## config.mk

```make
export PLATFORM = sky130hd
export DESIGN_NAME = instr_encoder
export DESIGN_NICKNAME = d
export VERILOG_FILES = /design/src/rtl/instr_encoder.sv
export SDC_FILE = /design/constraint.sdc
export NUM_CORES = 1
export LEC_CHECK = 0
export CAP_MARGIN = 20
export CORE_UTILIZATION = 46
export CTS_BUF_LIST = sky130_fd_sc_hd__clkbuf_16
export DETAILED_ROUTE_END_ITERATION = 8
export GPL_ROUTABILITY_DRIVEN = 1
export PLACE_DENSITY = 0.86
export SLEW_MARGIN = 10
export SYNTH_ARGS = -nofsm -noshare
export SYNTH_HDL_FRONTEND = slang
export SYNTH_SLANG_ARGS = --single-unit
```

## constraint.sdc

```tcl
create_clock -name clk_i -period 3.65 [get_ports clk_i]
set_input_delay 0.73 -clock clk_i [delete_from_list [all_inputs] [get_ports clk_i]]
set_output_delay 0.73 -clock clk_i [all_outputs]
set_load 0.005 [all_outputs]
```

## src/rtl/instr_encoder.sv

```systemverilog
// instr_encoder: streaming RISC-V instruction encoder.
// Takes decoded instruction fields over a valid/ready handshake, packs them into a
// 32-bit instruction word and writes the words sequentially into instruction memory.
// A single output register holds the pending write until memory accepts it.

module instr_encoder #(
    parameter int ADDR_WIDTH = 8
) (
    input  logic                  clk_i,
    input  logic                  rst_i,
    input  logic                  clear_i,
    input  logic                  in_valid_i,
    output logic                  in_ready_o,
    input  logic [2:0]            fmt_i,
    input  logic [4:0]            rd_i,
    input  logic [4:0]            rs1_i,
    input  logic [4:0]            rs2_i,
    input  logic [2:0]            funct3_i,
    input  logic [6:0]            funct7_i,
    input  logic [31:0]           imm_i,
    output logic                  mem_we_o,
    output logic [ADDR_WIDTH-1:0] mem_addr_o,
    output logic [31:0]           mem_wdata_o,
    input  logic                  mem_ready_i,
    output logic [ADDR_WIDTH:0]   count_o,
    output logic                  full_o,
    output logic                  err_o
);

    typedef enum logic [1:0] {
        ST_RUN   = 2'd0,
        ST_FULL  = 2'd1,
        ST_ERROR = 2'd2
    } state_t;

    localparam int DEPTH = 2 ** ADDR_WIDTH;
    localparam logic [ADDR_WIDTH:0]   COUNT_FULL = (ADDR_WIDTH + 1)'(DEPTH);
    localparam logic [ADDR_WIDTH+1:0] SLOTS_MAX  = (ADDR_WIDTH + 2)'(DEPTH);
    localparam logic [ADDR_WIDTH:0]   COUNT_ONE  = (ADDR_WIDTH + 1)'(1);
    localparam logic [ADDR_WIDTH-1:0] PTR_ONE    = ADDR_WIDTH'(1);

    localparam logic [6:0] OP_LOAD   = 7'b0000011;
    localparam logic [6:0] OP_STORE  = 7'b0100011;
    localparam logic [6:0] OP_REG    = 7'b0110011;
    localparam logic [6:0] OP_BRANCH = 7'b1100011;
    localparam logic [6:0] OP_IMM    = 7'b0010011;
    localparam logic [6:0] OP_JAL    = 7'b1101111;

    state_t                state_q, state_d;
    logic [ADDR_WIDTH-1:0] ptr_q, ptr_d;
    logic [ADDR_WIDTH:0]   count_q, count_d;
    logic                  mem_we_q, mem_we_d;
    logic [31:0]           wdata_q, wdata_d;

    logic signed [31:0]    imm_s;
    logic                  fits_i, fits_b, fits_j;
    logic [31:0]           enc_word;
    logic                  enc_legal;
    logic [ADDR_WIDTH+1:0] slots_used;
    logic                  space_ok;
    logic                  commit;
    logic                  accept;

    assign imm_s = imm_i;

    // Immediate range checks for the I/S, B and J immediate widths.
    always_comb begin
        fits_i = (imm_s >= -32'sd2048) && (imm_s <= 32'sd2047);
        fits_b = (imm_s >= -32'sd4096) && (imm_s <= 32'sd4094) && !imm_i[0];
        fits_j = (imm_s >= -32'sd1048576) && (imm_s <= 32'sd1048574) && !imm_i[0];
    end

    // Pack the bundle into its instruction format and decide whether it is legal.
    always_comb begin
        enc_word  = 32'd0;
        enc_legal = 1'b0;
        case (fmt_i)
            3'd0: begin
                enc_word  = {imm_i[11:0], rs1_i, funct3_i, rd_i, OP_LOAD};
                enc_legal = fits_i;
            end
            3'd1: begin
                enc_word  = {imm_i[11:5], rs2_i, rs1_i, funct3_i, imm_i[4:0], OP_STORE};
                enc_legal = fits_i;
            end
            3'd2: begin
                enc_word  = {funct7_i, rs2_i, rs1_i, funct3_i, rd_i, OP_REG};
                enc_legal = 1'b1;
            end
            3'd3: begin
                enc_word  = {imm_i[12], imm_i[10:5], rs2_i, rs1_i, funct3_i,
                             imm_i[4:1], imm_i[11], OP_BRANCH};
                enc_legal = fits_b;
            end
            3'd4: begin
                enc_word  = {imm_i[11:0], rs1_i, funct3_i, rd_i, OP_IMM};
                enc_legal = fits_i;
            end
            3'd5: begin
                enc_word  = {imm_i[20], imm_i[10:1], imm_i[11], imm_i[19:12], rd_i, OP_JAL};
                enc_legal = fits_j;
            end
            default: begin
                enc_word  = 32'd0;
                enc_legal = 1'b0;
            end
        endcase
    end

    // Accept only while running, while the output register is free or draining this
    // cycle, and while committed plus pending words still leave room in memory.
    always_comb begin
        slots_used = {1'b0, count_q} + {{(ADDR_WIDTH + 1){1'b0}}, mem_we_q};
        space_ok   = slots_used < SLOTS_MAX;
        in_ready_o = (state_q == ST_RUN) && (!mem_we_q || mem_ready_i) && space_ok;
        commit     = mem_we_q && mem_ready_i;
        accept     = in_valid_i && in_ready_o;
    end

    // Next-state logic: commit the pending word, then load a new one or flag an error.
    always_comb begin
        state_d  = state_q;
        ptr_d    = ptr_q;
        count_d  = count_q;
        mem_we_d = mem_we_q;
        wdata_d  = wdata_q;

        if (commit) begin
            ptr_d    = ptr_q + PTR_ONE;
            count_d  = count_q + COUNT_ONE;
            mem_we_d = 1'b0;
            if (count_d == COUNT_FULL) begin
                state_d = ST_FULL;
            end
        end

        if (accept) begin
            if (enc_legal) begin
                mem_we_d = 1'b1;
                wdata_d  = enc_word;
            end else begin
                state_d = ST_ERROR;
            end
        end
    end

    // State registers; reset and clear both restart the encoder from an empty memory.
    always_ff @(posedge clk_i) begin
        if (rst_i || clear_i) begin
            state_q  <= ST_RUN;
            ptr_q    <= '0;
            count_q  <= '0;
            mem_we_q <= 1'b0;
            wdata_q  <= 32'd0;
        end else begin
            state_q  <= state_d;
            ptr_q    <= ptr_d;
            count_q  <= count_d;
            mem_we_q <= mem_we_d;
            wdata_q  <= wdata_d;
        end
    end

    assign mem_we_o    = mem_we_q;
    assign mem_addr_o  = ptr_q;
    assign mem_wdata_o = wdata_q;
    assign count_o     = count_q;
    assign full_o      = (state_q == ST_FULL);
    assign err_o       = (state_q == ST_ERROR);

endmodule

```

==> Yosys cells after proc, flatten, opt, wreduce, memory -nomap -nowiden <==
Cells that the tools add are included.
{ "totals": {"regBits": 52, "inputBits": 65, "output_inout_bits": 53, "word_cells": 49} }
{ "op_classes": {"add_sub_neg": 3, "magnitude_cmp": 7, "n_eq_ne": 8, "muxes": 9, "reduce_logical": 17} }
{ "op_table": {"columns": ["cell", "n"], "rows": [
  ["one-hot mux 32 bit (6 select lines)", 1],
  [">= comparator 32 x 12 -> 1 bit, second input constant", 1],
  [">= comparator 32 x 13 -> 1 bit, second input constant", 1],
  [">= comparator 32 x 21 -> 1 bit, second input constant", 1],
  ["<= comparator 32 x 12 -> 1 bit, second input constant", 1],
  ["<= comparator 32 x 13 -> 1 bit, second input constant", 1],
  ["<= comparator 32 x 21 -> 1 bit, second input constant", 1],
  ["adder 9 x 1 -> 10 bit", 1],
  ["< comparator 10 x 9 -> 1 bit, second input constant", 1],
  ["adder 9 x 1 -> 9 bit, second input constant", 1],
  ["equality test 9 bit, second input constant", 1],
  ["logical AND 1 bit", 9],
  ["adder 8 x 1 -> 8 bit, second input constant", 1],
  ["two-way mux 2 bit", 4],
  ["equality test 3 x 2 -> 1 bit, second input constant", 2],
  ["equality test 3 bit, second input constant", 2],
  ["one-hot mux 1 bit (4 select lines)", 1],
  ["equality test 3 x 1 -> 1 bit, second input constant", 1],
  ["zero test 3 bit", 1],
  ["two-way mux 1 bit", 3],
  ["OR reduction 3 bit", 1],
  ["equality test 2 x 1 -> 1 bit, second input constant", 1],
  ["equality test 2 bit, second input constant", 1],
  ["zero test 1 bit", 2],
  ["3 further kinds", 4]
]} }

==> Depth between registers and ports, before layout <==
Gate-level depths: netlist (run 1).
{ "depth": {"ltp_word": 6, "ltp_mapped": 9, "ltp_nobuf": 6} }

==> Worst setup path before layout (run 1) <==
No wires, ideal clock.
{ "synth_path": {"path_type": "input to register", "from": "input port imm_i[16]", "to": "register wdata_q[15], in the netlist mem_wdata_o[15]", "setup_time_ps": 145, "arrival_time_ps": 2280, "required_ps": 3505, "slack_ps": 1225, "stages": 7, "path_buffers": 2, "cell_sequence": "or4_1 > nor4_1 > o211ai_1 > a31oi_2 > buf_6 > buf_4 > a211oi_2"} }
{ "synth_via": {"elab_chain_len": 5, "elab_cells_between_ends": 13, "classes_between": "order compare: 6; mux: 1; reduce/logical: 6"} }
{ "synth_rtl": {"columns": ["element", "line", "text"], "rows": [
  ["from (decl)", "20", "input logic [31:0] imm_i,"],
  [">= comparator 32 x 21 -> 1 bit, or another cell as far along", "70", "fits_j = (imm_s >= -32'sd1048576) && (imm_s <= 32'sd1048574) && !imm_i[0];"],
  ["logical AND 1 bit, on equally long branches (2 in series)", "70, 69", null],
  ["one-hot mux 1 bit (4 select lines) (*)", "77", "case (fmt_i)"],
  ["AND reduction 2 bit (no source line) (*)", null, null],
  ["to (signal assigned)", "160", "wdata_q <= wdata_d;"],
  ["to (decl)", "53", "logic [31:0] wdata_q, wdata_d;"]
]} }
Every way passes the cells marked *; elsewhere a longest branch is shown, timed or not.
A chain may end at the register's enable or synchronous reset.

==> Worst setup path in the final report (run 1) <==
{ "layout_path": {"from": "input port mem_ready_i", "to": "output port in_ready_o"} }
{ "layout_via": {"elab_chain_len": 3} }
{ "layout_rtl": {"columns": ["element", "line", "text"], "rows": [
  ["from (decl)", "24", "input logic mem_ready_i,"],
  ["logical OR 1 bit", "115", "in_ready_o = (state_q == ST_RUN) && (!mem_we_q || mem_ready_i) && space_ok;"],
  ["logical AND 1 bit (2 in series)", "115", null],
  ["to (decl)", "13", "output logic in_ready_o,"]
]} }
No other way between the ends.

==> results of run 1 <==
==> critical path: cells and delay by family <==
kind / cells / cell delay [ns]
buffers and inverters: 2 / 1.06
AO/OA/AOI/OAI: 2 / 0.39
==> registers in the layout (all words and copies together) (netlist names) <==
| register | cells |
|---|---|
| mem_we_o | 1 |
| mem_addr_o | 8 |
| mem_wdata_o | 30 |
| count_o | 9 |
| state_q | 2 |
==> cell type report <==
| type | count | area, sq um | share of cell area (%) |
|---|---|---|---|
| inverters | 13 | 48.8 | 1.19 |
| clock buffers | 5 | 125 | 3.04 |
| repair buffers | 124 | 1240 | 30.1 |
| clock inverters | 2 | 11.3 | 0.274 |
| well taps | 72 | 90.1 | 2.19 |
| flip-flops and latches | 50 | 1000 | 24.3 |
| multi-input cells | 240 | 1600 | 38.9 |
==> path summary, 6_finish.rpt <==
kind / from / to / slack, ns / cells past startpoint
max: mem_ready_i / in_ready_o / 0.75 / 4
min: mem_wdata_o[4] / mem_wdata_o[4] / 0.48 / 1
max reg2reg: count_o[5] / state_q[1] / 1.52 / 6
min reg2reg: mem_wdata_o[4] / mem_wdata_o[4] / 0.48 / 1
==> power breakdown <==
| group | internal (mW) | total [mW] | switching [mW] | leakage (nW) |
|---|---|---|---|---|
| combinational | 0.107 | 0.198 | 0.0913 | 1.03 |
| sequential | 0.551 | 0.554 | 0.00315 | 0.403 |
| clock | 0.247 | 0.434 | 0.186 | 0.0671 |
| total | 0.905 | 1.19 | 0.281 | 1.50 |
==> metal layers <==
metal / GRT usage, % / up-vias / wire [microns]
li1: - / 1419 / -
met1: 30.5 / 1386 / 3230
met2: 42.5 / 117 / 3820
met3: 5.60 / 10 / 727
met4: 7.27 / 0 / 79
met5: 0 / - / 0
==> logic make-up after synthesis <==
logic type | share of synthesized area (%)
multiplexers | 2.17
flip-flops | 36.1
adder cells (fa/ha/maj) | 1.35
XOR/XNOR | 5.05
AND/OR/NAND/NOR | 21.6
buffers and inverters | 6.50
AO/OA/AOI/OAI | 27.2
==> cell usage after synthesis, types with 2 or more instances <==
cell type                  count  area, sq um
sky130_fd_sc_hd__a21oi_1      20          100
sky130_fd_sc_hd__buf_1         3         11.3
sky130_fd_sc_hd__buf_2         6         30.0
sky130_fd_sc_hd__nor3_1        6         30.0
sky130_fd_sc_hd__nand3_1       5         25.0
sky130_fd_sc_hd__xor2_1       12          105
sky130_fd_sc_hd__nor2_1       52          195
sky130_fd_sc_hd__o22ai_1       2         12.5
sky130_fd_sc_hd__o221ai_1      8         70.1
sky130_fd_sc_hd__xnor2_1       4         35.0
sky130_fd_sc_hd__dfxtp_1      50         1000
sky130_fd_sc_hd__a211oi_2     18          225
sky130_fd_sc_hd__nor4_1        4         25.0
sky130_fd_sc_hd__a31oi_1       2         12.5
sky130_fd_sc_hd__inv_1        12         45.0
sky130_fd_sc_hd__o21ai_0       6         30.0
sky130_fd_sc_hd__or3_1         5         31.3
sky130_fd_sc_hd__or4_1         6         45.0
sky130_fd_sc_hd__and3_1        2         12.5
sky130_fd_sc_hd__buf_6         2         22.5
sky130_fd_sc_hd__a22oi_1      19          143
sky130_fd_sc_hd__mux2i_1       6         60.1
sky130_fd_sc_hd__a32o_1        2         20.0
sky130_fd_sc_hd__clkbuf_1      8         30.0
sky130_fd_sc_hd__nand2_1      17         63.8
sky130_fd_sc_hd__nor2b_1       3         18.8
sky130_fd_sc_hd__a211oi_1      2         15.0
sky130_fd_sc_hd__ha_1          3         37.5
sky130_fd_sc_hd__o211a_1       8         80.1
sky130_fd_sc_hd__buf_4         5         37.5
sky130_fd_sc_hd__and2_1        3         18.8
sky130_fd_sc_hd__nand4_1      15         93.8
==> stage by stage <==
stage          worst slack, ns  hold WS (ns)
2_1_floorplan             1.23         0.456
3_3_place_gp             0.540         0.450
4_1_cts                  0.773         0.484
6_report                 0.745         0.484
5_1_grt                  0.638         0.509
3_5_place_dp             0.503         0.470
==> layout by cell type, fill, tap and decap left out, drive strengths merged, types with 4 or more instances in the layout <==
cell type	instances
a211oi	20
a21oi	20
a22oi	19
buf	7
clkbuf	5
clkdlybuf4s50	117
dfxtp	50
inv	13
mux2i	6
nand2	17
nand3	5
nand4	15
nor2	52
nor3	6
nor4	4
o211a	8
o21ai	6
o221ai	8
or3	5
or4	6
xnor2	4
xor2	12
==> qor.csv, run 1 <==
stage,metric,value,unit
outcome,run_status,completed,
synth,synth-async-reset-ratio,0,%
route,first_pass_iters,4,
cts,cts.reportedPaths.clkPinSlew,0.06,ns
route,avgRoutedWirePerCell,15.5,microns
route,routed_vias,2932,
floorplan,floorplan.rows,27,
floorplan,die_height,79.6,microns
layout,nNetsFinal,502,
power,max-vdd-ir-drop,0.000190,V
timing,timing.setup.tns,0,ns
synth,synth_sequential_area_ratio,36.1,%
floorplan,initial_core_util,49.1,%
route,vias_per_cell,5.79,
floorplan,total_die_area,0.00634,sq mm
route,drt_iter0_markers,179,
cts,cts_inserted_buffers,5,
synth,postSynthCellCount,327,
global_routing,grt_max_degree,59,
worst_setup_path,critPathMostFrequentCell,sky130_fd_sc_hd__clkdlybuf4s50_1,
route,ant_nets,0,
global_routing,global_route.usage.total,24.7,%
global_routing,grt_pass1_wl,12.4,mm
layout,area_growth_synth_to_finish,48.3,%
cts,holdBufCountCts,0,
global_routing,global_route.overflow_total,0,
cts,tritoncts,yes,
cts,clk_path_buf_depth,2,
placement,place_area,0.00398,sq mm
layout,layout.cell_area.non_filler,0.00411,sq mm
worst_setup_path,worstPathCellList,clkdlybuf4s50_1 -> o21ai_0 -> a21oi_1 -> clkdlybuf4s50_1,
timing,achievable-frequency,344,MHz
cts,post-cts-setup-buffers,0,
cts,clockRootBuffer,sky130_fd_sc_hd__clkbuf_16,
synth,synthesis.yosys.warnings,0,
floorplan,die_width,79.6,microns
power,p_per_area,288,mW/mm^2
power,static-leakage-power,1.50,nW
cts,clock-sinks,50,
layout,n_antenna_cell,0,
synth,syn-num-nets,395,
global_routing,first_global_vias,2666,
cts,clock_insertion_delay_at_the_later_pin_of_the_skew_report,0.28,ns
placement,placed_cells_incl_taps,499,
placement,gpl.final_weighted_congestion,0.866,
timing,timing_max_transition_violations_final,0,
timing,timing.final.crit_period,2.90,ns
worst_setup_path,crit_type,in -> out,
timing,timing.final.setup_violations,0,
worst_setup_path,timing.critical_path.from_type,primary input,
layout,final_core_utilization,72.9,%
placement,dpl.hpwl,5.89,mm
worst_setup_path,critical_path.max_fanout,4,
timing,clock_skew,0.00838,ns
layout,final_layout_size_suffix_gt1_share,7.83,%
synth,ys_types,43,
layout,instances_no_fill,506,
floorplan,fp.coreArea,0.00564,sq mm
power,power.total,1.19,mW
worst_setup_path,cpMaxStageDelayCell,sky130_fd_sc_hd__clkdlybuf4s50_1,
timing,worst_margin_pin_slew,0.727,ns
synth,synth.avg_cell_area,8.48,sq um
global_routing,antenna_found_initial,0,
route,drc_errors,0,
synth,synth.cell_area,0.00277,sq mm
worst_setup_path,critPathMaxStageDelay,0.53,ns
route,finalWirelength,7.86,mm
job,cap_violations,0,
worst_setup_path,required,2.92,ns
timing,hold_viol,0,
timing,worst_slew_margin_rel,51.1,%
synth,count_of_flip_flops_with_a_built_in_enable_after_synthesis,0,
synth,yosys_register_bits,50,
synth,synth_ff_type,sky130_fd_sc_hd__dfxtp_1,
timing,min_period_over_period,79.6,%
cts,cts.htree.levels,2,
worst_setup_path,cp.arrival,2.17,ns
layout,fillers,422,
worst_setup_path,timing.critical_path.to_type,output pin,
timing,grt_setup_unrepaired,no,
placement,port_buffer_cells,117,
cts,cts.repair.resized,0,
floorplan,pin_count,118,
worst_hold_path,min_path_type,reg -> reg,
Power figures use the tool's default switching activity.
==> run 2, diff against run 1 <==
--- a/config.mk
+++ b/config.mk
@@ -6,11 +6,11 @@
 export NUM_CORES = 1
 export LEC_CHECK = 0
 export CAP_MARGIN = 20
-export CORE_UTILIZATION = 46
+export CORE_UTILIZATION = 39
 export CTS_BUF_LIST = sky130_fd_sc_hd__clkbuf_16
 export DETAILED_ROUTE_END_ITERATION = 8
 export GPL_ROUTABILITY_DRIVEN = 1
-export PLACE_DENSITY = 0.86
+export PLACE_DENSITY = 0.77
 export SLEW_MARGIN = 10
 export SYNTH_ARGS = -nofsm -noshare
 export SYNTH_HDL_FRONTEND = slang
==> constraint.sdc (replaced) <==
create_clock -name clk_i -period 2.5 [get_ports clk_i]
set_input_delay 0.5 -clock clk_i [delete_from_list [all_inputs] [get_ports clk_i]]
set_output_delay 0.5 -clock clk_i [all_outputs]
set_load 0.005 [all_outputs]
==> qor.csv, run 2 (synthesized netlist as in run 1, its figures left out) <==
stage,metric,value,unit
placement,gpl.final_weighted_congestion,0.832,
global_routing,global_route.overflow_total,0,
route,vias_per_cell,5.44,
timing,clock_skew,0.00465,ns
power,max-vdd-ir-drop,0.000310,V
placement,port_buffer_cells,117,
worst_setup_path,critical_path.max_fanout,5,
cts,cts.reportedPaths.clkPinSlew,0.07,ns
layout,nNetsFinal,548,
timing,timing.final.setup_violations,0,
cts,clock_insertion_delay_at_the_later_pin_of_the_skew_report,0.29,ns
layout,area_growth_synth_to_finish,67.8,%
worst_setup_path,regToRegEndpoint,state_q[1],
cts,clk_path_buf_depth,2,
route,avgRoutedWirePerCell,16.0,microns
worst_setup_path,timing.critical_path.to_type,register,
worst_setup_path,timing.reg2reg.worst_path_depth,6,
worst_hold_path,timing.hold.worst_path_depth,1,
worst_hold_path,min_path_type,reg -> reg,
worst_setup_path,timing.reg2reg.setup_slack,0.41,ns
floorplan,die_height,86.3,microns
route,finalWirelength,9.21,mm
cts,cts_inserted_buffers,5,
route,routed_vias,3136,
layout,final_layout_size_suffix_gt1_share,18.9,%
worst_setup_path,timing.critical_path.from,imm_i[17],
route,drc_errors,0,
route,first_pass_iters,4,
timing,timing_max_transition_violations_final,0,
floorplan,initial_core_util,40.6,%
outcome,run_status,completed,
worst_setup_path,cpMaxStageDelayCell,sky130_fd_sc_hd__or4_4,
job,cap_violations,0,
power,power.total,1.81,mW
placement,dpl.hpwl,6.35,mm
cts,clock-sinks,50,
floorplan,die_width,86.3,microns
cts,clockRootBuffer,sky130_fd_sc_hd__clkbuf_16,
global_routing,grt_max_degree,21,
layout,n_antenna_cell,0,
global_routing,grt_pass1_wl,14.4,mm
worst_setup_path,endpoint,mem_wdata_o[13],
route,drt_iter0_markers,153,
worst_setup_path,cp.arrival,2.64,ns
timing,min_period_over_period,97.9,%
worst_setup_path,critPathMaxStageDelay,0.55,ns
worst_setup_path,timing.critical_path.from_type,primary input,
worst_setup_path,reg2reg_from,count_o[6],
worst_setup_path,required,2.69,ns
layout,largest_register_ffs,30,
layout,most-common-layout-cells,"94 x sky130_fd_sc_hd__clkdlybuf4s50_1, 52 x sky130_fd_sc_hd__nor2_1, 50 x sky130_fd_sc_hd__dfxtp_1, 44 x sky130_fd_sc_hd__buf_4, 20 x sky130_fd_sc_hd__a21oi_1",
route,ant_nets,0,
floorplan,total_die_area,0.00745,sq mm
floorplan,floorplan.rows,30,
cts,tritoncts,yes,
timing,achievable-frequency,409,MHz
cts,cts.htree.levels,2,
global_routing,global_route.usage.total,24.4,%
timing,fin_worst_hold_slack,0.477,ns
timing,grt_setup_unrepaired,no,
layout,most_frequent_standard_cell_in_the_layout_excluding_fill_and_tap_cells,sky130_fd_sc_hd__clkdlybuf4s50_1,
timing,timing.final.crit_period,2.45,ns
timing,worst_slew_margin_rel,55.4,%
placement,place_area,0.00427,sq mm
worst_setup_path,worstPathCellList,dlygate4sd2_1 -> or4_4 -> nor4_4 -> o211ai_1 -> a31oi_4 -> buf_6 -> buf_12 -> nor2_1 -> a211oi_2,
worst_setup_path,crit_type,in -> reg,
power,p_per_area,390,mW/mm^2
global_routing,first_global_vias,3040,
timing,worst_margin_pin_slew,0.667,ns
cts,holdBufCountCts,0,
layout,final_core_utilization,68.1,%
global_routing,antenna_found_initial,0,
floorplan,pin_count,118,
layout,layout.cell_area.non_filler,0.00465,sq mm
floorplan,fp.coreArea,0.00683,sq mm
power,static-leakage-power,1.89,nW
timing,hold_viol,0,
==> run 2: layer usage <==
layer	vias up	global-route usage, %	part of all wire, %
met5	-	0	0
met3	21	5.52	7.9
met1	1480	29.2	42
li1	1513	-	-
met4	0	10.3	2.7
met2	122	42.0	47
==> run 2: final cells by class <==
class,count,area (sq um)
Clock buffer,5,125
Clock inverter,3,16.3
Fill cell,556,2180
Inverter,13,48.8
Multi-Input combinational cell,240,1690
Sequential cell,50,1000
Tap cell,96,120
Timing Repair Buffer,170,1650
==> run 2: how the worst min path moves through the flow <==
stage | startpoint | end | slack [ns]
floorplan | state_q[0] | state_q[0] | 0.46
global placement | mem_wdata_o[4] | mem_wdata_o[4] | 0.45
detailed placement | mem_wdata_o[6] | mem_wdata_o[6] | 0.47
CTS | mem_wdata_o[6] | mem_wdata_o[6] | 0.48
global route | mem_wdata_o[4] | mem_wdata_o[4] | 0.50
finish | mem_wdata_o[6] | mem_wdata_o[6] | 0.48
==> run 2: critical path, delay by kind of cell <==
| kind | cells | cell delay (ns) |
|---|---|---|
| buffers and inverters | 3 | 0.55 |
| AND/OR/NAND/NOR | 3 | 0.88 |
| AO/OA/AOI/OAI | 3 | 0.71 |
==> run 2: metrics by stage <==
stage               instances  TNS (ns)  setup slack (ns)
floorplan                 327         0             0.305
global placement          558     -8.57            -0.324
detailed placement        558    -11.01            -0.398
CTS                       576         0            0.0105
global route              577         0           0.00209
finish                    577         0            0.0527
==> run 2: repair_timing <==
item                       CTS  global route
cloned                       3             0
setup endpoints to repair   30            28
buffers inserted             7             2
pin swaps                    9             9
resized for setup           34            12
==> run 2: where the power goes <==
part	internal (mW)	leakage (nW)	total [mW]	switching, mW
combinational	0.189	1.41	0.343	0.154
sequential	0.804	0.403	0.808	0.00460
clock	0.366	0.0672	0.662	0.296
total	1.36	1.89	1.81	0.455
